[src/rtl/rca_pkg.sv]
// Shared definitions for the pipelined ripple-carry adder: opcode encoding
// and the stage-count derivation.
package rca_pkg;

  localparam logic OP_ADD = 1'b0;
  localparam logic OP_SUB = 1'b1;

  function automatic int calc_stages(input int width, input int chunk);
    return width / chunk;
  endfunction

endpackage

[src/rtl/full_adder.sv]
// Single-bit full adder cell used as the ripple element of rca_chunk.
module Full_Adder (
  input  logic a,
  input  logic b,
  input  logic cin,
  output logic sum,
  output logic cout
);

  assign sum  = a ^ b ^ cin;
  assign cout = (a & b) | (cin & (a ^ b));

endmodule

[src/rtl/rca_chunk.sv]
// Combinational CHUNK-bit ripple adder; also exposes the carry into its MSB
// so the final segment can form signed overflow.
module rca_chunk #(
  parameter int CHUNK = 8
) (
  input  logic [CHUNK-1:0] a,
  input  logic [CHUNK-1:0] b,
  input  logic             cin,
  output logic [CHUNK-1:0] sum,
  output logic             cout,
  output logic             cmsb
);

  logic [CHUNK:0] c;

  assign c[0] = cin;

  for (genvar i = 0; i < CHUNK; i++) begin : g_bit
    Full_Adder u_fa (
      .a    (a[i]),
      .b    (b[i]),
      .cin  (c[i]),
      .sum  (sum[i]),
      .cout (c[i+1])
    );
  end

  assign cout = c[CHUNK];
  assign cmsb = c[CHUNK-1];

endmodule

[src/rtl/pipelined_rca.sv]
// WIDTH-bit add/subtract split into CHUNK-bit ripple segments, one register
// stage per segment, with valid/ready handshakes and full backpressure.
module pipelined_rca
  import rca_pkg::*;
#(
  parameter int WIDTH = 32,
  parameter int CHUNK = 8
) (
  input  logic             clk,
  input  logic             rst,
  input  logic             in_valid,
  output logic             in_ready,
  input  logic [WIDTH-1:0] a,
  input  logic [WIDTH-1:0] b,
  input  logic             cin,
  input  logic             sub,
  output logic             out_valid,
  input  logic             out_ready,
  output logic [WIDTH-1:0] sum,
  output logic             cout,
  output logic             ovf
);

  localparam int STAGES = calc_stages(WIDTH, CHUNK);
  localparam int LAST   = STAGES - 1;

  if (CHUNK < 1 || (WIDTH % CHUNK) != 0) begin : g_bad_params
    $error("pipelined_rca: WIDTH must be a positive multiple of CHUNK");
  end

  logic [WIDTH-1:0] b_eff;
  logic             cin_eff;

  assign b_eff   = (sub == OP_SUB) ? ~b : b;
  assign cin_eff = (sub == OP_SUB) ? 1'b1 : cin;

  logic             vld      [STAGES];
  logic             vld_in   [STAGES];
  logic             en       [STAGES];
  logic             carry_r  [STAGES];
  logic [WIDTH-1:0] sum_r    [STAGES];
  logic [WIDTH-1:0] a_r      [STAGES];
  logic [WIDTH-1:0] b_r      [STAGES];
  logic [WIDTH-1:0] sum_prev [STAGES];
  logic [WIDTH-1:0] sum_next [STAGES];
  logic [WIDTH-1:0] a_src    [STAGES];
  logic [WIDTH-1:0] b_src    [STAGES];
  logic             c_src    [STAGES];
  logic [CHUNK-1:0] ch_sum   [STAGES];
  logic             ch_cout  [STAGES];
  logic             ch_cmsb  [STAGES];
  logic             ovf_r;

  for (genvar k = 0; k < STAGES; k++) begin : g_stage
    if (k == 0) begin : g_first
      assign vld_in[k]   = in_valid;
      assign a_src[k]    = a;
      assign b_src[k]    = b_eff;
      assign c_src[k]    = cin_eff;
      assign sum_prev[k] = '0;
    end else begin : g_next
      assign vld_in[k]   = vld[k-1];
      assign a_src[k]    = a_r[k-1];
      assign b_src[k]    = b_r[k-1];
      assign c_src[k]    = carry_r[k-1];
      assign sum_prev[k] = sum_r[k-1];
    end

    // A stage may load when it is empty or its successor is moving on.
    if (k == LAST) begin : g_en_last
      assign en[k] = ~vld[k] | out_ready;
    end else begin : g_en_mid
      assign en[k] = ~vld[k] | en[k+1];
    end

    rca_chunk #(.CHUNK(CHUNK)) u_chunk (
      .a    (a_src[k][k*CHUNK +: CHUNK]),
      .b    (b_src[k][k*CHUNK +: CHUNK]),
      .cin  (c_src[k]),
      .sum  (ch_sum[k]),
      .cout (ch_cout[k]),
      .cmsb (ch_cmsb[k])
    );

    // Bits at and above chunk k are still zero in the previous stage's sum.
    assign sum_next[k] = sum_prev[k] | (WIDTH'(ch_sum[k]) << (k * CHUNK));
  end

  always_ff @(posedge clk or posedge rst) begin
    if (rst) begin
      for (int k = 0; k < STAGES; k++) begin
        vld[k]     <= 1'b0;
        carry_r[k] <= 1'b0;
        sum_r[k]   <= '0;
        a_r[k]     <= '0;
        b_r[k]     <= '0;
      end
      ovf_r <= 1'b0;
    end else begin
      for (int k = 0; k < STAGES; k++) begin
        if (en[k]) begin
          vld[k] <= vld_in[k];
          if (vld_in[k]) begin
            sum_r[k]   <= sum_next[k];
            a_r[k]     <= a_src[k];
            b_r[k]     <= b_src[k];
            carry_r[k] <= ch_cout[k];
          end
        end
      end
      if (en[LAST] && vld_in[LAST]) begin
        ovf_r <= ch_cout[LAST] ^ ch_cmsb[LAST];
      end
    end
  end

  assign in_ready  = en[0];
  assign out_valid = vld[LAST];
  assign sum       = sum_r[LAST];
  assign cout      = carry_r[LAST];
  assign ovf       = ovf_r;

endmodule

[config.mk]
export PLATFORM = sky130hd
export DESIGN_NAME = pipelined_rca
export DESIGN_NICKNAME = d
export VERILOG_FILES = /design/src/rtl/rca_pkg.sv /design/src/rtl/full_adder.sv /design/src/rtl/rca_chunk.sv /design/src/rtl/pipelined_rca.sv
export SDC_FILE = /design/constraint.sdc
export NUM_CORES = 1
export LEC_CHECK = 0
export ABC_CLOCK_PERIOD_IN_PS = 9700
export CAP_MARGIN = 20
export CORE_MARGIN = 1.5
export CORE_UTILIZATION = 38
export DETAILED_ROUTE_END_ITERATION = 7
export GPL_TIMING_DRIVEN = 0
export HOLD_SLACK_MARGIN = 0.05
export PLACE_DENSITY_LB_ADDON = 0.3
export SLEW_MARGIN = 20
export SYNTH_ARGS = -nofsm -noshare
export SYNTH_HDL_FRONTEND = slang
export SYNTH_SLANG_ARGS = --single-unit
[constraint.sdc]
create_clock -name clk -period 9.7 [get_ports clk]
set_clock_uncertainty 0.1 [all_clocks]
set_input_delay 1.94 -clock clk [delete_from_list [all_inputs] [get_ports clk]]
set_output_delay 1.94 -clock clk [all_outputs]
set_load 0.005 [all_outputs]
==> impl_summary.txt, run 1 <==
----------------------------------------------------
[Layout]
  Layout cell share with drive strength beyond 1 ... 0.322
  Area used by sequential logic in the layout ... 0.00463 mm2
  Share of the core filled with cells ... 0.483
  Area grow syn2layout ... 25.4%
  Fill count ... 1,837
  Multi-input logic area ... 0.00311 mm2
  Post-layout nets ... 751
  Diode insertion count for antenna repair ... 0

[Clocking]
  Post CTS Setup Buffer Count ... 0
  Post-CTS Hold Buffers ... 0
  Clock-pin slew of the registers on the worst-case setup and hold paths ... around 60 ps
  Clock insertion delay at the later pin of the skew report ... 420 ps
  Buffer type at the clock tree root ... sky130_fd_sc_hd__clkbuf_16
  TritonCTS clock tree ... yes
  PostCTS Resize Cnt ... 0
  Number of clock sinks ... 185
  Clock buffer count from CTS ... 17
  Deepest clock path buffer count ... 2
  # H-tree levels ... 4

[STA]
  Setup violators final ... 0
  Achievable clock frequency ... 163 MHz
  RSZ-0062 raised after global routing ... no
  Actual slew at the worst max-slew pin ... 586 ps
  Smallest setup slack after layout ... ~3600 ps
  Total Neg Setup Slack ... 0 ps
  Min Clock Period, post-route ... 6150 ps
  Final clock period utilization by the worst path ... 0.634
  Pins over their slew limit ... 0
  Rel. slew slack ... 0.609
  Total count of hold-check failures in the final report ... 0

[Yosys]
  Sequential area share after synthesis ... 0.576
  Top-area cell type share of the netlist area ... 0.576
  Cell area after synthesis ... 0.00804 mm2
  Flops & latches, synth ... 185
  Yosys Warn Count ... 0
  Cell count after synthesis ... 525
  Mean area per synthesized cell ... ~15 um2
  Synthesized Nets ... 627
  Number of library cell types mapped by synthesis ... 23
  Main area contributors after synthesis ... sky130_fd_sc_hd__dfrtp_1 58%, sky130_fd_sc_hd__mux2_2 19%, sky130_fd_sc_hd__fa_1 8.0%
  Cell type with the highest aggregate area in the netlist ... sky130_fd_sc_hd__dfrtp_1

[Routing]
  Detailed Routing Iterations Pass 1 ... 4
  Post-route DRC ... 0
  DRC marker count from the first detailed-route iteration ... 147
  Antenna-violating nets left ... 0
  Routed len/inst ... 16.1 um
  Detailed-route vias per instance ... between 4 and 5
  Total via count after detailed routing ... 4,344
  Wire length after detailed routing ... 15,100 um

[Floorplan]
  Placeable Area ... 0.0209 mm2
  Die ar. ... 0.0220 mm2
  FP Rows ... 53
  Die X-Extent ... 148 um
  Height of the die ... 148 um
  Boundary pin count ... 106
  Starting Density ... 0.385

[Power and ir drop]
  Power per unit of standard cell area ... 272 mW/mm2
  Final Power ... 0.00274 W
  Static Leak ... about 4.4 nW
  IR Drop Worst-Case VDD ... 141 uV

[Setup path]
  Buffering stage count on the worst path with inverters included ... 3
  Crit path largest cell delay ... approximately 420 ps
  Dominant delay contributor by cell family on the critical path ... adder cells
  Arrival time at the worst endpoint ... about 6400 ps
  Critical-path maximum fanout ... 10
  Critical path capture point type ... flip-flop
  Data required time of the worst path ... 9910 ps
  Slowest library cell on the worst path ... sky130_fd_sc_hd__fa_1
  Most numerous cell on the critical path ... sky130_fd_sc_hd__fa_1
  Critical path startpoint category ... input port
  Class of the most critical setup path ... in2reg
  Cell-by-cell listing of the critical path ... clkbuf_1 > buf_2 > xnor2_1 > fa_1 > fa_1 > fa_1 > fa_1 > fa_1 > fa_1 > fa_1 > inv_1 > fa_1 > mux2_2
  Worst setup slack for register-to-register paths ... 5310 ps

[Global route]
  Total overflow reported by the global router ... 0
  Global-route wire length before repair ... 25,500 um
  Largest net degree at the start of global routing ... 102
  Number of global-route vias before repair ... 4,768
  Antenna violations before repair ... 0
  Tot GR Track Use ... 0.153

[Placement]
  Port bufs ... about 100
  Placer's final routability congestion estimate ... ~0.78
  Pre-CTS worst setup slack ... 3070 ps
  HPWL reported at the end of detailed placement ... 11,300 um

[Outcome]
  Status ... completed

[Worst hold path]
  Path category of the worst min-delay check ... reg2reg

[Run]
  Max-capacitance violation count ... 0

----------------------------------------------------
## worst paths after layout
kind,cells past startpoint,end,start
max in group asynchronous,3,sum_prev[12]$_DFFE_PP0P_,rst
max,13,sum_prev[71]$_DFFE_PP0P_,sub
max reg2reg,12,sum_prev[23]$_DFFE_PP0P_,a_r[80]$_DFFE_PP0P_
min in group asynchronous,2,sum[24]$_DFFE_PP0P_,rst
min,1,a_r[94]$_DFFE_PP0P_,a_r[94]$_DFFE_PP0P_
min reg2reg,1,a_r[94]$_DFFE_PP0P_,a_r[94]$_DFFE_PP0P_
## cells in the mapped netlist
cell,number
sky130_fd_sc_hd__dfrtp_1,185
sky130_fd_sc_hd__mux2_2,135
sky130_fd_sc_hd__inv_1,39
sky130_fd_sc_hd__fa_1,32
sky130_fd_sc_hd__xor2_1,23
sky130_fd_sc_hd__mux2_4,21
sky130_fd_sc_hd__o21ai_0,20
sky130_fd_sc_hd__buf_2,15
sky130_fd_sc_hd__mux2i_1,10
sky130_fd_sc_hd__xnor2_1,10
sky130_fd_sc_hd__a21oi_1,8
sky130_fd_sc_hd__buf_6,5
sky130_fd_sc_hd__nand2_1,5
sky130_fd_sc_hd__clkbuf_1,4
sky130_fd_sc_hd__nand2b_1,4
sky130_fd_sc_hd__a31oi_1,2
sky130_fd_sc_hd__a21boi_2,1
sky130_fd_sc_hd__and2_1,1
sky130_fd_sc_hd__and4b_4,1
sky130_fd_sc_hd__buf_4,1
sky130_fd_sc_hd__nand3b_1,1
sky130_fd_sc_hd__nand4b_1,1
sky130_fd_sc_hd__nor2_1,1
## power breakdown
part / switching [W] / internal [W]
combinational: 0.000304 / 0.000502
clock: 0.000295 / 0.000422
sequential: 0.000159 / 0.00106
## layout by cell type, fill, tap and decap left out, types with 2 or more instances in the layout
master                            netlist  routed
sky130_fd_sc_hd__o21ai_0               20      20
sky130_fd_sc_hd__nand2b_1               4       4
sky130_fd_sc_hd__inv_6                  0       2
sky130_fd_sc_hd__fa_1                  32      32
sky130_fd_sc_hd__dfrtp_1              185     185
sky130_fd_sc_hd__nand2_1                5       5
sky130_fd_sc_hd__inv_1                 39      38
sky130_fd_sc_hd__xor2_1                23      23
sky130_fd_sc_hd__mux2i_1               10      10
sky130_fd_sc_hd__clkdlybuf4s50_1        0     104
sky130_fd_sc_hd__buf_6                  5       5
sky130_fd_sc_hd__bufinv_16              0       3
sky130_fd_sc_hd__a21oi_1                8       8
sky130_fd_sc_hd__clkinv_2               0       3
sky130_fd_sc_hd__clkbuf_16              0      17
sky130_fd_sc_hd__clkinv_4               0       2
sky130_fd_sc_hd__mux2_4                21      21
sky130_fd_sc_hd__a31oi_1                2       2
sky130_fd_sc_hd__inv_8                  0       2
sky130_fd_sc_hd__buf_2                 15      15
sky130_fd_sc_hd__xnor2_1               10      10
sky130_fd_sc_hd__clkbuf_1               4       4
sky130_fd_sc_hd__mux2_2               135     135
sky130_fd_sc_hd__clkbuf_8               0       2
sky130_fd_sc_hd__clkinvlp_4             0       2
## logic make-up after synthesis
logic type / Yosys count / share of synthesized area
muxes: 166 / 0.241
DFF: 185 / 0.576
AOI/OAI and AO/OA: 31 / 0.0204
xor gates and xnor gates: 33 / 0.0359
adders and majority gates: 32 / 0.0797
and+or+nand+nor: 14 / 0.0104
buffers and inverters: 64 / 0.0373
## registers in the layout, indices dropped and copies added, names as in the netlist
signal / count
b_r: 48
cout: 1
vld: 3
ovf: 1
sum_prev: 48
c_src: 3
out_valid: 1
sum: 32
a_r: 48
## cell type report
class                           count  area share
Buffer                             25      0.0153
Clock inverter                     13      0.0165
Sequential cell                   185       0.459
Multi-Input combinational cell    276       0.309
Timing Repair Buffer              105       0.106
Tap cell                          275      0.0341
Clock buffer                       19      0.0449
Inverter                           39      0.0153
## metal layers
| metal | global-route usage | routed length [um] | up-vias | part of all wire |
|---|---|---|---|---|
| met5 | 0 | 0 | - | 0 |
| met4 | 0.0569 | 256 | 0 | 0.017 |
| met3 | 0.0307 | 464 | 19 | 0.031 |
| met2 | 0.253 | 7620 | 70 | 0.50 |
| met1 | 0.200 | 6780 | 2249 | 0.45 |
| li1 | - | - | 2006 | - |
## metrics by stage
stage / hold slack [ps] / std cells / area [um2]
finish: 402 / 937 / 10100
global route: 419 / 937 / 10100
CTS: 404 / 937 / 10100
detailed placement: 389 / 905 / 9460
global placement: 383 / 904 / 9430
floorplan: 370 / 525 / 8040
Note: power is estimated with default switching activity, not from simulation.
==> inputs of run 2 (changes only) <==
ABC_CLOCK_PERIOD_IN_PS = 5900   (was 9700)
clock period = 5.9 ns   (was 9.7 ns; I/O delays follow)
==> impl_summary.txt, run 2 (synthesis gave the netlist of run 1 again) <==
----------------------------------------------------
[Outcome]
  Status ... completed

[Layout]
  Multi-input logic area ... about 0.0031 mm2
  Most common library cell in the layout ignoring fill and taps ... sky130_fd_sc_hd__dfrtp_1
  Area grow syn2layout ... 25.7%
  Area used by sequential logic in the layout ... 0.00463 mm2
  Post-layout nets ... around 760
  Summed area of non-filler cells in the final layout ... 0.0101 mm2
  Diode insertion count for antenna repair ... 0
  Top library cells by usage in the layout, fill and taps aside ... 185 x sky130_fd_sc_hd__dfrtp_1, 135 x sky130_fd_sc_hd__mux2_2, 104 x sky130_fd_sc_hd__clkdlybuf4s50_1
  Layout cell share with drive strength beyond 1 ... 0.325
  Fill count ... 1,824

[Power and ir drop]
  IR Drop Worst-Case VDD ... between 200 and 250 uV
  Power per unit of standard cell area ... 439 mW/mm2
  Static Leak ... 4.41 nW

[Routing]
  Total via count after detailed routing ... ~4,300
  Top layer in use ... met4
  Detailed Routing Iterations Pass 1 ... 4
  Post-route DRC ... 0
  Detailed-route vias per instance ... 4.60
  M1 WL ... a little under 7000 um
  Antenna-violating nets left ... 0
  Wire length after detailed routing ... 15,200 um
  DRC marker count from the first detailed-route iteration ... approximately 140
  Met3 wirelength from detailed routing ... between 400 and 500 um
  Routed len/inst ... 16.2 um
  Met2 Routed Length ... 7850 um

[Setup path]
  Critical-path maximum fanout ... 10
  Crit path largest cell delay ... 420 ps
  Class of the most critical setup path ... in2reg
  Cell-by-cell listing of the critical path ... clkbuf_1 > buf_2 > xnor2_1 > fa_1 > fa_1 > fa_1 > fa_1 > fa_1 > fa_1 > fa_1 > inv_1 > fa_1 > mux2_2
  Critical path capture point type ... flip-flop
  Most numerous cell on the critical path ... sky130_fd_sc_hd__fa_1
  Arrival time at the worst endpoint ... 5520 ps
  Critical path startpoint category ... input port
  Data required time of the worst path ... between 6000 and 7000 ps
  Slowest library cell on the worst path ... sky130_fd_sc_hd__fa_1

[STA]
  Min Clock Period, post-route ... 5320 ps
  RSZ-0062 raised after global routing ... no
  Total Neg Setup Slack ... 0 ps
  Final clock period utilization by the worst path ... 0.902
  Actual slew at the worst max-slew pin ... 564 ps
  Smallest setup slack after layout ... 578 ps
  Setup violators final ... 0
  Rel. slew slack ... 0.623
  Pins over their slew limit ... 0
  Achievable clock frequency ... 188 MHz
  Total count of hold-check failures in the final report ... 0

[Clocking]
  Post-CTS Hold Buffers ... 0
  Buffer type at the clock tree root ... sky130_fd_sc_hd__clkbuf_16
  TritonCTS clock tree ... yes
  Clock-pin slew of the registers on the worst-case setup and hold paths ... 60 ps
  Number of clock sinks ... 185
  PostCTS Resize Cnt ... 0
  Clock buffer count from CTS ... 17
  Post CTS Setup Buffer Count ... 0
  Clock insertion delay at the later pin of the skew report ... roughly 420 ps
  Deepest clock path buffer count ... 2
  # H-tree levels ... 4

[Placement]
  Placed standard-cell area ... 0.00953 mm2
  Pre-CTS worst setup slack ... 103 ps
  Placer's final routability congestion estimate ... 0.771
  HPWL reported at the end of detailed placement ... 11,600 um
  Port bufs ... 104

[Global route]
  Antenna violations before repair ... 0
  Tot GR Track Use ... 0.151
  Total overflow reported by the global router ... 0
  Global-route wire length before repair ... approximately 25,000 um
  Largest net degree at the start of global routing ... 38
  Number of global-route vias before repair ... between 4,000 and 5,000

[Run]
  Max-capacitance violation count ... 0

[Floorplan]
  Die ar. ... 0.0220 mm2
  Placeable Area ... roughly 0.021 mm2
  Boundary pin count ... between 100 and 150
  FP Rows ... 53
  Die X-Extent ... between 100 and 150 um
  Height of the die ... roughly 150 um
  Starting Density ... 0.385

[Worst hold path]
  Path category of the worst min-delay check ... reg2reg

----------------------------------------------------
[run 2: where the power goes]
part           switching [W]  total, W  internal, W
Combinational       0.000493   0.00132     0.000827
Clock               0.000478   0.00112     0.000638
Sequential          0.000264   0.00200      0.00174
[run 2: through the flow]
step                hold slack [ps]  power (W)  instances   util
global placement                383    0.00330        904  0.452
global route                    419    0.00475        940  0.484
detailed placement              390    0.00338        909  0.456
CTS                             405    0.00452        940  0.484
floorplan                       370    0.00279        525      -
finish                          401    0.00443        940  0.484
[run 2: routing by layer]
layer / track usage / vias up
met3: 0.0313 / 11
li1: - / 2015
met4: 0.0446 / 0
met1: 0.195 / 2235
met2: 0.257 / 66
met5: 0 / -
[run 2: final cells by class]
type                    instances  share of cell area
inverters                      39              0.0148
repair buffers                109               0.113
clock buffers                  18              0.0434
flip-flops and latches        185               0.458
plain buffers                  25              0.0152
well taps                     275              0.0340
clock inverters                13              0.0139
multi-input cells             276               0.308
[run 2: final timing paths]
path / startpoint / cells past startpoint / slack (ps) / end
max reg2reg: a_r[80]$_DFFE_PP0P_ / 12 / 1550 / sum_prev[23]$_DFFE_PP0P_
max: sub / 13 / 580 / sum_prev[71]$_DFFE_PP0P_
max in group asynchronous: rst / 4 / 3830 / sum_prev[69]$_DFFE_PP0P_
min reg2reg: b_r[126]$_DFFE_PP0P_ / 1 / 400 / b_r[94]$_DFFE_PP0P_
min in group asynchronous: rst / 2 / 1060 / sum[11]$_DFFE_PP0P_
min: b_r[126]$_DFFE_PP0P_ / 1 / 400 / b_r[94]$_DFFE_PP0P_
[run 2: critical path, delay by kind of cell]
family	cells	cell delay, ps
multiplexers	1	270
XOR/XNOR	1	140
adder cells (fa/ha/maj)	8	3220
buffers and inverters	3	710
==> inputs of run 3 (changes only) <==
TNS_END_PERCENT = 5   (was default)
==> results of run 3 <==
The final DEF is identical to that of run 2; final timing and power are the same.
